### config.mk
export PLATFORM = sky130hd
export DESIGN_NAME = alu_seq
export DESIGN_NICKNAME = d
export VERILOG_FILES = /design/src/rtl/alu_seq.sv
export SDC_FILE = /design/constraint.sdc
export NUM_CORES = 1
export LEC_CHECK = 0
export BUFFER_PORTS_ARGS = -buffer_cell sky130_fd_sc_hd__clkbuf_2
export CAP_MARGIN = 40
export CELL_PAD_IN_SITES_DETAIL_PLACEMENT = 0
export CELL_PAD_IN_SITES_GLOBAL_PLACEMENT = 1
export CORE_AREA = 2 2 177 179
export CTS_CLUSTER_DIAMETER = 40
export DETAILED_ROUTE_END_ITERATION = 10
export DIE_AREA = 0 0 179 181
export GPL_ROUTABILITY_DRIVEN = 1
export GPL_TIMING_DRIVEN = 1
export PLACE_DENSITY = 0.81
export SLEW_MARGIN = 30
export SYNTH_ARGS = -nofsm -noshare
export SYNTH_HDL_FRONTEND = slang
export SYNTH_SLANG_ARGS = --single-unit
export TNS_END_PERCENT = 100
### constraint.sdc
create_clock -name clk -period 4.86 [get_ports clk]
set_input_delay 0.486 -clock clk [delete_from_list [all_inputs] [get_ports clk]]
set_output_delay 0.486 -clock clk [all_outputs]
set_load 0.02 [all_outputs]
### src/rtl/alu_seq.sv
// Sequential execute-stage ALU: single-cycle data-processing ops, WIDTH-cycle shift-add MUL,
// NZCV status register written only by completing ops that carry the S bit.
module alu_seq #(
    parameter int unsigned WIDTH = 32
) (
    input  logic             clk,
    input  logic             rst,
    input  logic             in_valid,
    output logic             in_ready,
    input  logic [3:0]       exe_command,
    input  logic             s_bit,
    input  logic [WIDTH-1:0] val1,
    input  logic [WIDTH-1:0] val2,
    output logic             out_valid,
    output logic [WIDTH-1:0] alu_res,
    output logic [3:0]       status_bits
);

    localparam int unsigned   CW      = $clog2(WIDTH);
    localparam logic [CW-1:0] CntLast = CW'(WIDTH - 1);

    localparam logic [3:0] OpMov = 4'b0001;
    localparam logic [3:0] OpAdd = 4'b0010;
    localparam logic [3:0] OpAdc = 4'b0011;
    localparam logic [3:0] OpSub = 4'b0100;
    localparam logic [3:0] OpSbc = 4'b0101;
    localparam logic [3:0] OpAnd = 4'b0110;
    localparam logic [3:0] OpOrr = 4'b0111;
    localparam logic [3:0] OpEor = 4'b1000;
    localparam logic [3:0] OpMvn = 4'b1001;
    localparam logic [3:0] OpMul = 4'b1010;

    typedef enum logic [1:0] {StIdle, StExec, StMul} state_e;

    state_e           r_state;
    logic [3:0]       r_op;
    logic             r_s;
    logic [WIDTH-1:0] r_a;
    logic [WIDTH-1:0] r_b;
    logic [WIDTH-1:0] r_acc;
    logic [CW-1:0]    r_cnt;
    logic             r_in_ready;
    logic             r_out_valid;
    logic [WIDTH-1:0] r_alu_res;
    logic [3:0]       r_status;

    logic             w_accept;
    logic             w_done;
    logic             w_is_sub;
    logic             w_is_arith;
    logic             w_known;
    logic             w_cin;
    logic [WIDTH-1:0] w_b_eff;
    logic [WIDTH:0]   w_sum;
    logic [WIDTH-1:0] w_mul_res;
    logic [WIDTH-1:0] w_res;
    logic             w_c;
    logic             w_v;
    logic [3:0]       w_flags;

    assign w_accept = in_valid && r_in_ready;
    assign w_done   = (r_state == StExec) || ((r_state == StMul) && (r_cnt == CntLast));

    // Carry-in is read in the execute cycle, so an op accepted on the edge that retires a
    // flag-setting op already sees that op's C without a bubble.
    always_comb begin
        w_mul_res  = r_acc + (r_b[0] ? r_a : '0);
        w_is_sub   = (r_op == OpSub) || (r_op == OpSbc);
        w_is_arith = (r_op == OpAdd) || (r_op == OpAdc) || w_is_sub;
        w_b_eff    = w_is_sub ? ~r_b : r_b;
        w_cin      = 1'b0;
        unique case (r_op)
            OpAdc, OpSbc: w_cin = r_status[1];
            OpSub:        w_cin = 1'b1;
            default:      w_cin = 1'b0;
        endcase
        w_sum = {1'b0, r_a} + {1'b0, w_b_eff} + {{WIDTH{1'b0}}, w_cin};

        w_res   = '0;
        w_known = 1'b1;
        unique case (r_op)
            OpMov:                      w_res = r_b;
            OpMvn:                      w_res = ~r_b;
            OpAdd, OpAdc, OpSub, OpSbc: w_res = w_sum[WIDTH-1:0];
            OpAnd:                      w_res = r_a & r_b;
            OpOrr:                      w_res = r_a | r_b;
            OpEor:                      w_res = r_a ^ r_b;
            OpMul:                      w_res = w_mul_res;
            default: begin
                w_res   = '0;
                w_known = 1'b0;
            end
        endcase

        w_c = w_is_arith ? w_sum[WIDTH] : r_status[1];
        w_v = w_is_arith ? ((r_a[WIDTH-1] == w_b_eff[WIDTH-1]) &&
                            (w_sum[WIDTH-1] != r_a[WIDTH-1])) : r_status[0];
        w_flags = {w_res[WIDTH-1], (w_res == '0), w_c, w_v};
    end

    always_ff @(posedge clk or posedge rst) begin
        if (rst) begin
            r_state     <= StIdle;
            r_op        <= 4'b0000;
            r_s         <= 1'b0;
            r_a         <= '0;
            r_b         <= '0;
            r_acc       <= '0;
            r_cnt       <= '0;
            r_in_ready  <= 1'b1;
            r_out_valid <= 1'b0;
            r_alu_res   <= '0;
            r_status    <= 4'b0000;
        end else begin
            r_out_valid <= 1'b0;
            if (w_done) begin
                r_alu_res   <= w_res;
                r_out_valid <= 1'b1;
                r_in_ready  <= 1'b1;
                r_state     <= StIdle;
                if (r_s && w_known) begin
                    r_status <= w_flags;
                end
            end else if (r_state == StMul) begin
                r_acc <= w_mul_res;
                r_a   <= r_a << 1;
                r_b   <= r_b >> 1;
                r_cnt <= r_cnt + 1'b1;
            end

            // A completion cycle is also an accept cycle; the new op overrides the next state.
            if (w_accept) begin
                r_op  <= exe_command;
                r_s   <= s_bit;
                r_a   <= val1;
                r_b   <= val2;
                r_acc <= '0;
                r_cnt <= '0;
                if (exe_command == OpMul) begin
                    r_state    <= StMul;
                    r_in_ready <= 1'b0;
                end else begin
                    r_state <= StExec;
                end
            end
        end
    end

    assign in_ready    = r_in_ready;
    assign out_valid   = r_out_valid;
    assign alu_res     = r_alu_res;
    assign status_bits = r_status;

endmodule

Word-level counts from Yosys, hierarchy flattened. Cells that the tools add are included.

$lt $le $gt $ge: 0. Bitwise gates (word level): 4. Divide/modulo/power cells: 0. Equal/unequal tests: 17. Multiplexer cells: 24. Reduce and logical (&&, ||, !) cells: 17. Multiply operators: 0. $add $sub $neg: 4. Shift operators: 0.

Operators by type and width (count): 32-bit two-way mux (11); 32-bit case mux with 7 select lines (1); 32-bit by 32-bit adder with 33-bit output (1); 33-bit by 1-bit adder with 33-bit output (1); 32-bit adder (1); 32-bit AND (1); 32-bit zero test (1); 32-bit inverter (1); 32-bit OR (1); 32-bit bitwise XOR (1); 4-bit by 3-bit == test with 1-bit output, second input constant (4); 4-bit == test, second input constant (4); 5-bit two-way mux (3); 10-bit OR reduction (1); 4-bit by 2-bit == test with 1-bit output, second input constant (2); 2-bit two-way mux (3); 5-bit by 1-bit adder with 5-bit output, second input constant (1); 5-bit == test, second input constant (1); 1-bit two-way mux (5); 4-bit by 1-bit == test with 1-bit output, second input constant (1); 1-bit logical AND (4); 1-bit logical OR (4); 2-bit AND reduction (2); 2-bit nonzero test (2); 9 further kinds (9).

Memory bits (writable): 0. Memories kept: 0. Word-level logic and storage cells: 78. Output and inout bits: 38. ROM bits: 0. Register bits after elaboration: 146. Input bits: 72. Latch bits: 0.

Longest topological paths before layout.
Depth after elaboration: 7. Gate-level depth with buffers: 20. Mapped depth without buffers: 17.

Worst setup path after synthesis. No wires, ideal clock.

Path kind: reg-to-reg. Start: register r_op[3]. End: register r_status[2], in the netlist status_bits[2]. Setup slack: 0.049 ns. Buffers on the path: 4. Period minus slack after synthesis: 4.811 ns. Data arrival time: 4.737 ns. Setup time: 0.074 ns. Stages on the path, launching flop included: 19. Path through: dfrtp_1 buf_1 clkbuf_1 nor3b_1 clkbuf_1 buf_1 xnor2_1 fa_1 a211oi_2 o21bai_4 a311o_2 o2111ai_1 nand3_1 o41a_1 xor2_1 a221o_1 nor4_2 nand3_1 o21ai_2.

Longest elaborated chain between the ends: 7. Elaborated cells on any way between the ends: 23. Those cells by class: add/sub (2); eq/ne (10); mux (4); reduce/logical (7).

RTL lines: start, declared (line 36) `logic [3:0] r_op;`; start signal, assigned (line 133) `r_op <= exe_command;`; 4-bit by 3-bit == test with 1-bit output (line 68, 72, 81); 1-bit logical OR (line 68) `w_is_sub = (r_op == OpSub) || (r_op == OpSbc);`; 32-bit two-way mux (line 70) `w_b_eff = w_is_sub ? ~r_b : r_b;`; 32-bit by 32-bit adder with 33-bit output (line 77) `w_sum = {1'b0, r_a} + {1'b0, w_b_eff} + {{WIDTH{1'b0}}, w_cin};`; 33-bit by 1-bit adder with 33-bit output (line 77); 32-bit case mux with 7 select lines (line 81) `unique case (r_op)`; 32-bit zero test (line 98) `w_flags = {w_res[WIDTH-1], (w_res == '0), w_c, w_v};`; end signal, assigned (line 122) `r_status <= w_flags;`; end, declared (line 45) `logic [3:0] r_status;`.

Several ways; a longest one is shown, not always the timed one. A chain may end at the register's enable or synchronous reset.

Final worst setup path.
Start: register r_op[1]. End: register r_status[2], in the netlist status_bits[2].

Same word-level chain as after synthesis.

==> metrics.txt <==
Final GP Congestion 0.946; Worst R2R Start r_op[1]; WL final 42000 um; drt wl/cell 20.2 um; DR iter-0 viols 1050; GR Util All Layers 26.3%; postcts setup bufs 0; vias in the first global route 11300; skew final 0.0119 ns; share of the synthesized area in the top cell type 29.3%; sequential area share after synthesis 29.6%; H-tree depth 4; Yosys reg bits 146; Yosys Warn Count 0; clk buf depth 2; R2R Setup Slk 0.34 ns; # rows 64; Clock Sinks 146; total die area 32400 um2; Power Internal 3.01 mW; Vias/cell 5.73; Clk pwr share 26.8%; switching part of the total power 41.9%; I/O pin count 110; Place WS 0.415 ns; Post-Syn Instances 1599; PwrDens 370 nW/um2; hold_ws 0.0970 ns; Worst setup EP type flip-flop; crit start category flip-flop; crit path cell chain nor3b_2, buf_4, xnor2_1, ha_1, a211oi_2, o21bai_4, a311o_2, o2111ai_1, nand3_1, o41a_1, xor2_1, a221o_1, nor4_2, nand3_1, o21ai_2; Top cell by count, worst path nand3_1; Worst-Margin Slew 0.846 ns; crit-path max FO 23; Main synth FF type dfrtp_1; end of the critical path status_bits[2]; Area contributors post-synth dfrtp_1, ha_1, nand2_1, a21oi_1, nor2_1; VDD IR max 0.249 mV; CP Data Required Time 5.24 ns; final instance area 14000 um2; Placed Area 13400 um2; vias after detailed routing 11900; final setup vio count 0; DRT antenna net count 0; hpwl dp 31900 um; initial core utilization 40.7%; Comb pwr share 42.8%; nets 1869; Power Total 5.17 mW; post-synth net total 1802; Clock transition at path regs 0.07 ns; CP max-delay cell a311o_2; Mean Syn Cell Area 7.73 um2; ys async rst share 100%; top-count cell post-synth nand2_1; WP data arrival 4.90 ns; drt first pass iters 6; share of layout cells above drive strength 1 11.8%; Worst R2R End status_bits[2]; Setup TNS 0 ns; Pleak 6.56 nW; Netlist cell types 75; Post-synth top cells nand2_1, a21oi_1, nor2_1; Slew HR 43.6%; Die W 179 um; CP Launch Point r_op[1]; CTS Hold Bufs 0; area grow syn2layout 13.1%; clk_lat worst skew 0.45 ns; Crit path largest cell delay 0.49 ns; post-synth top area cell dfrtp_1; status finished, final reports clean; worst hold path type in -> async; number of buffers created by CTS 17; post-route setup slack 0.342 ns; I/O Buffers 109; Final Cycle Share 93.0%; Post-Syn Area 12400 um2; GR Overflow Total 0; Die Ht 181 um; FMAX 221 MHz; global-route wire length before repair 65400 um; RSZ-0062 raised after global routing no; minimum clock period 4.52 ns; Crit Path Category reg -> reg; CORE AREA 30300 um2; number of enable flip-flop cells after synthesis 0; initial antenna violation count 1; Clock Root Buffer clkbuf_16; TritonCTS clock tree yes; Hold Vio Cnt, Final 0; Psw 2.16 mW; largest net degree at the start of global routing 73; Max-Cap Viols 0; Slew Limit Fails 0; r2r worst-path depth 15; Reg power frac 30.4%; drt drc 0; Post-CTS Resized 0
## placed cells by master, fill, tap and decap left out, types with 30 or more instances in the layout
| cell | synthesis | final |
|---|---|---|
| xnor2_1 | 67 | 67 |
| inv_1 | 85 | 84 |
| dfrtp_1 | 145 | 145 |
| ha_1 | 128 | 128 |
| a221oi_1 | 30 | 30 |
| o21ai_0 | 123 | 123 |
| a21oi_1 | 179 | 179 |
| nor2_1 | 168 | 166 |
| xor2_1 | 31 | 31 |
| clkbuf_2 | 0 | 109 |
| nand2_1 | 261 | 261 |
## power groups by stage
| stage | logic, mW | registers, mW | clock network (mW) |
|---|---|---|---|
| detailed placement | 2.17 | 1.60 | 0 |
| finish | 2.21 | 1.57 | 1.38 |
| global route | 2.42 | 1.60 | 1.46 |
| global placement | 2.15 | 1.59 | 0 |
| CTS | 2.18 | 1.58 | 1.40 |
| floorplan | 1.40 | 1.65 | 0 |
## cell type report
| cell class | count | area, um2 |
|---|---|---|
| antenna | 1 | 2.50 |
| clock buffer | 18 | 429 |
| clock inverter | 13 | 161 |
| fill | 3030 | 16400 |
| inverter | 86 | 328 |
| multi-input combinational | 1276 | 8090 |
| sequential | 146 | 3650 |
| tap | 396 | 495 |
| timing repair buffer | 139 | 823 |
## critical path, delay by kind of cell, from the launching register on
| kind | cells | cell delay (ns) |
|---|---|---|
| compound gates | 7 | 2.11 |
| simple gates | 4 | 0.85 |
| buf+inv | 1 | 0.42 |
| flops | 1 | 0.39 |
| xor+xnor | 2 | 0.38 |
| fa+ha+maj | 1 | 0.30 |
## registers in the layout, indices dropped and copies added (netlist names)
name	cells
r_b	32
r_a	32
r_cnt	5
r_acc	32
out_valid	1
r_s	1
in_ready	1
r_op	4
status_bits	4
r_state	2
alu_res	32
## stage by stage
stage / util [%] / std cells
2_1_floorplan: - / 1599
3_3_place_gp: 43.9 / 2041
3_5_place_dp: 44.0 / 2042
4_1_cts: 46.0 / 2073
5_1_grt: 46.1 / 2074
6_report: 46.1 / 2075
## kinds of logic (layout without fill, tap and decap cells)
group                    after synthesis  after routing  share of synthesized area [%]
AND/OR/NAND/NOR                      530            530                           18.1
AO/OA/AOI/OAI                        503            503                           25.4
buffers and inverters                177            256                           5.40
flip-flops                           146            146                           29.6
adder cells (fa/ha/maj)              131            131                           13.4
XOR/XNOR                              98             98                           6.94
multiplexers                          14             14                           1.15
other                                  0              1                              0
## per-layer routing
layer | vias up | GRT usage [%] | part of all wire [%]
met5 | - | 0 | 0.031
met4 | 2 | 9.79 | 2.9
met3 | 76 | 5.79 | 7.2
met2 | 440 | 39.2 | 44
met1 | 5629 | 37.1 | 46
li1 | 5746 | - | -
## worst min-delay path by stage
stage	slack [ns]	start	endpoint	depth (start not counted)
after global placement	0.46	alu_res[18]	alu_res[18]	1
final	0.1	rst	r_acc[1]	2
after detailed placement	0.47	alu_res[14]	alu_res[14]	2
after floorplan	0.49	r_s	r_s	2
after global routing	0.14	rst	r_state[0]	2
after CTS	0.13	rst	r_op[0]	2
No activity file was read; power rests on OpenSTA's default activity.
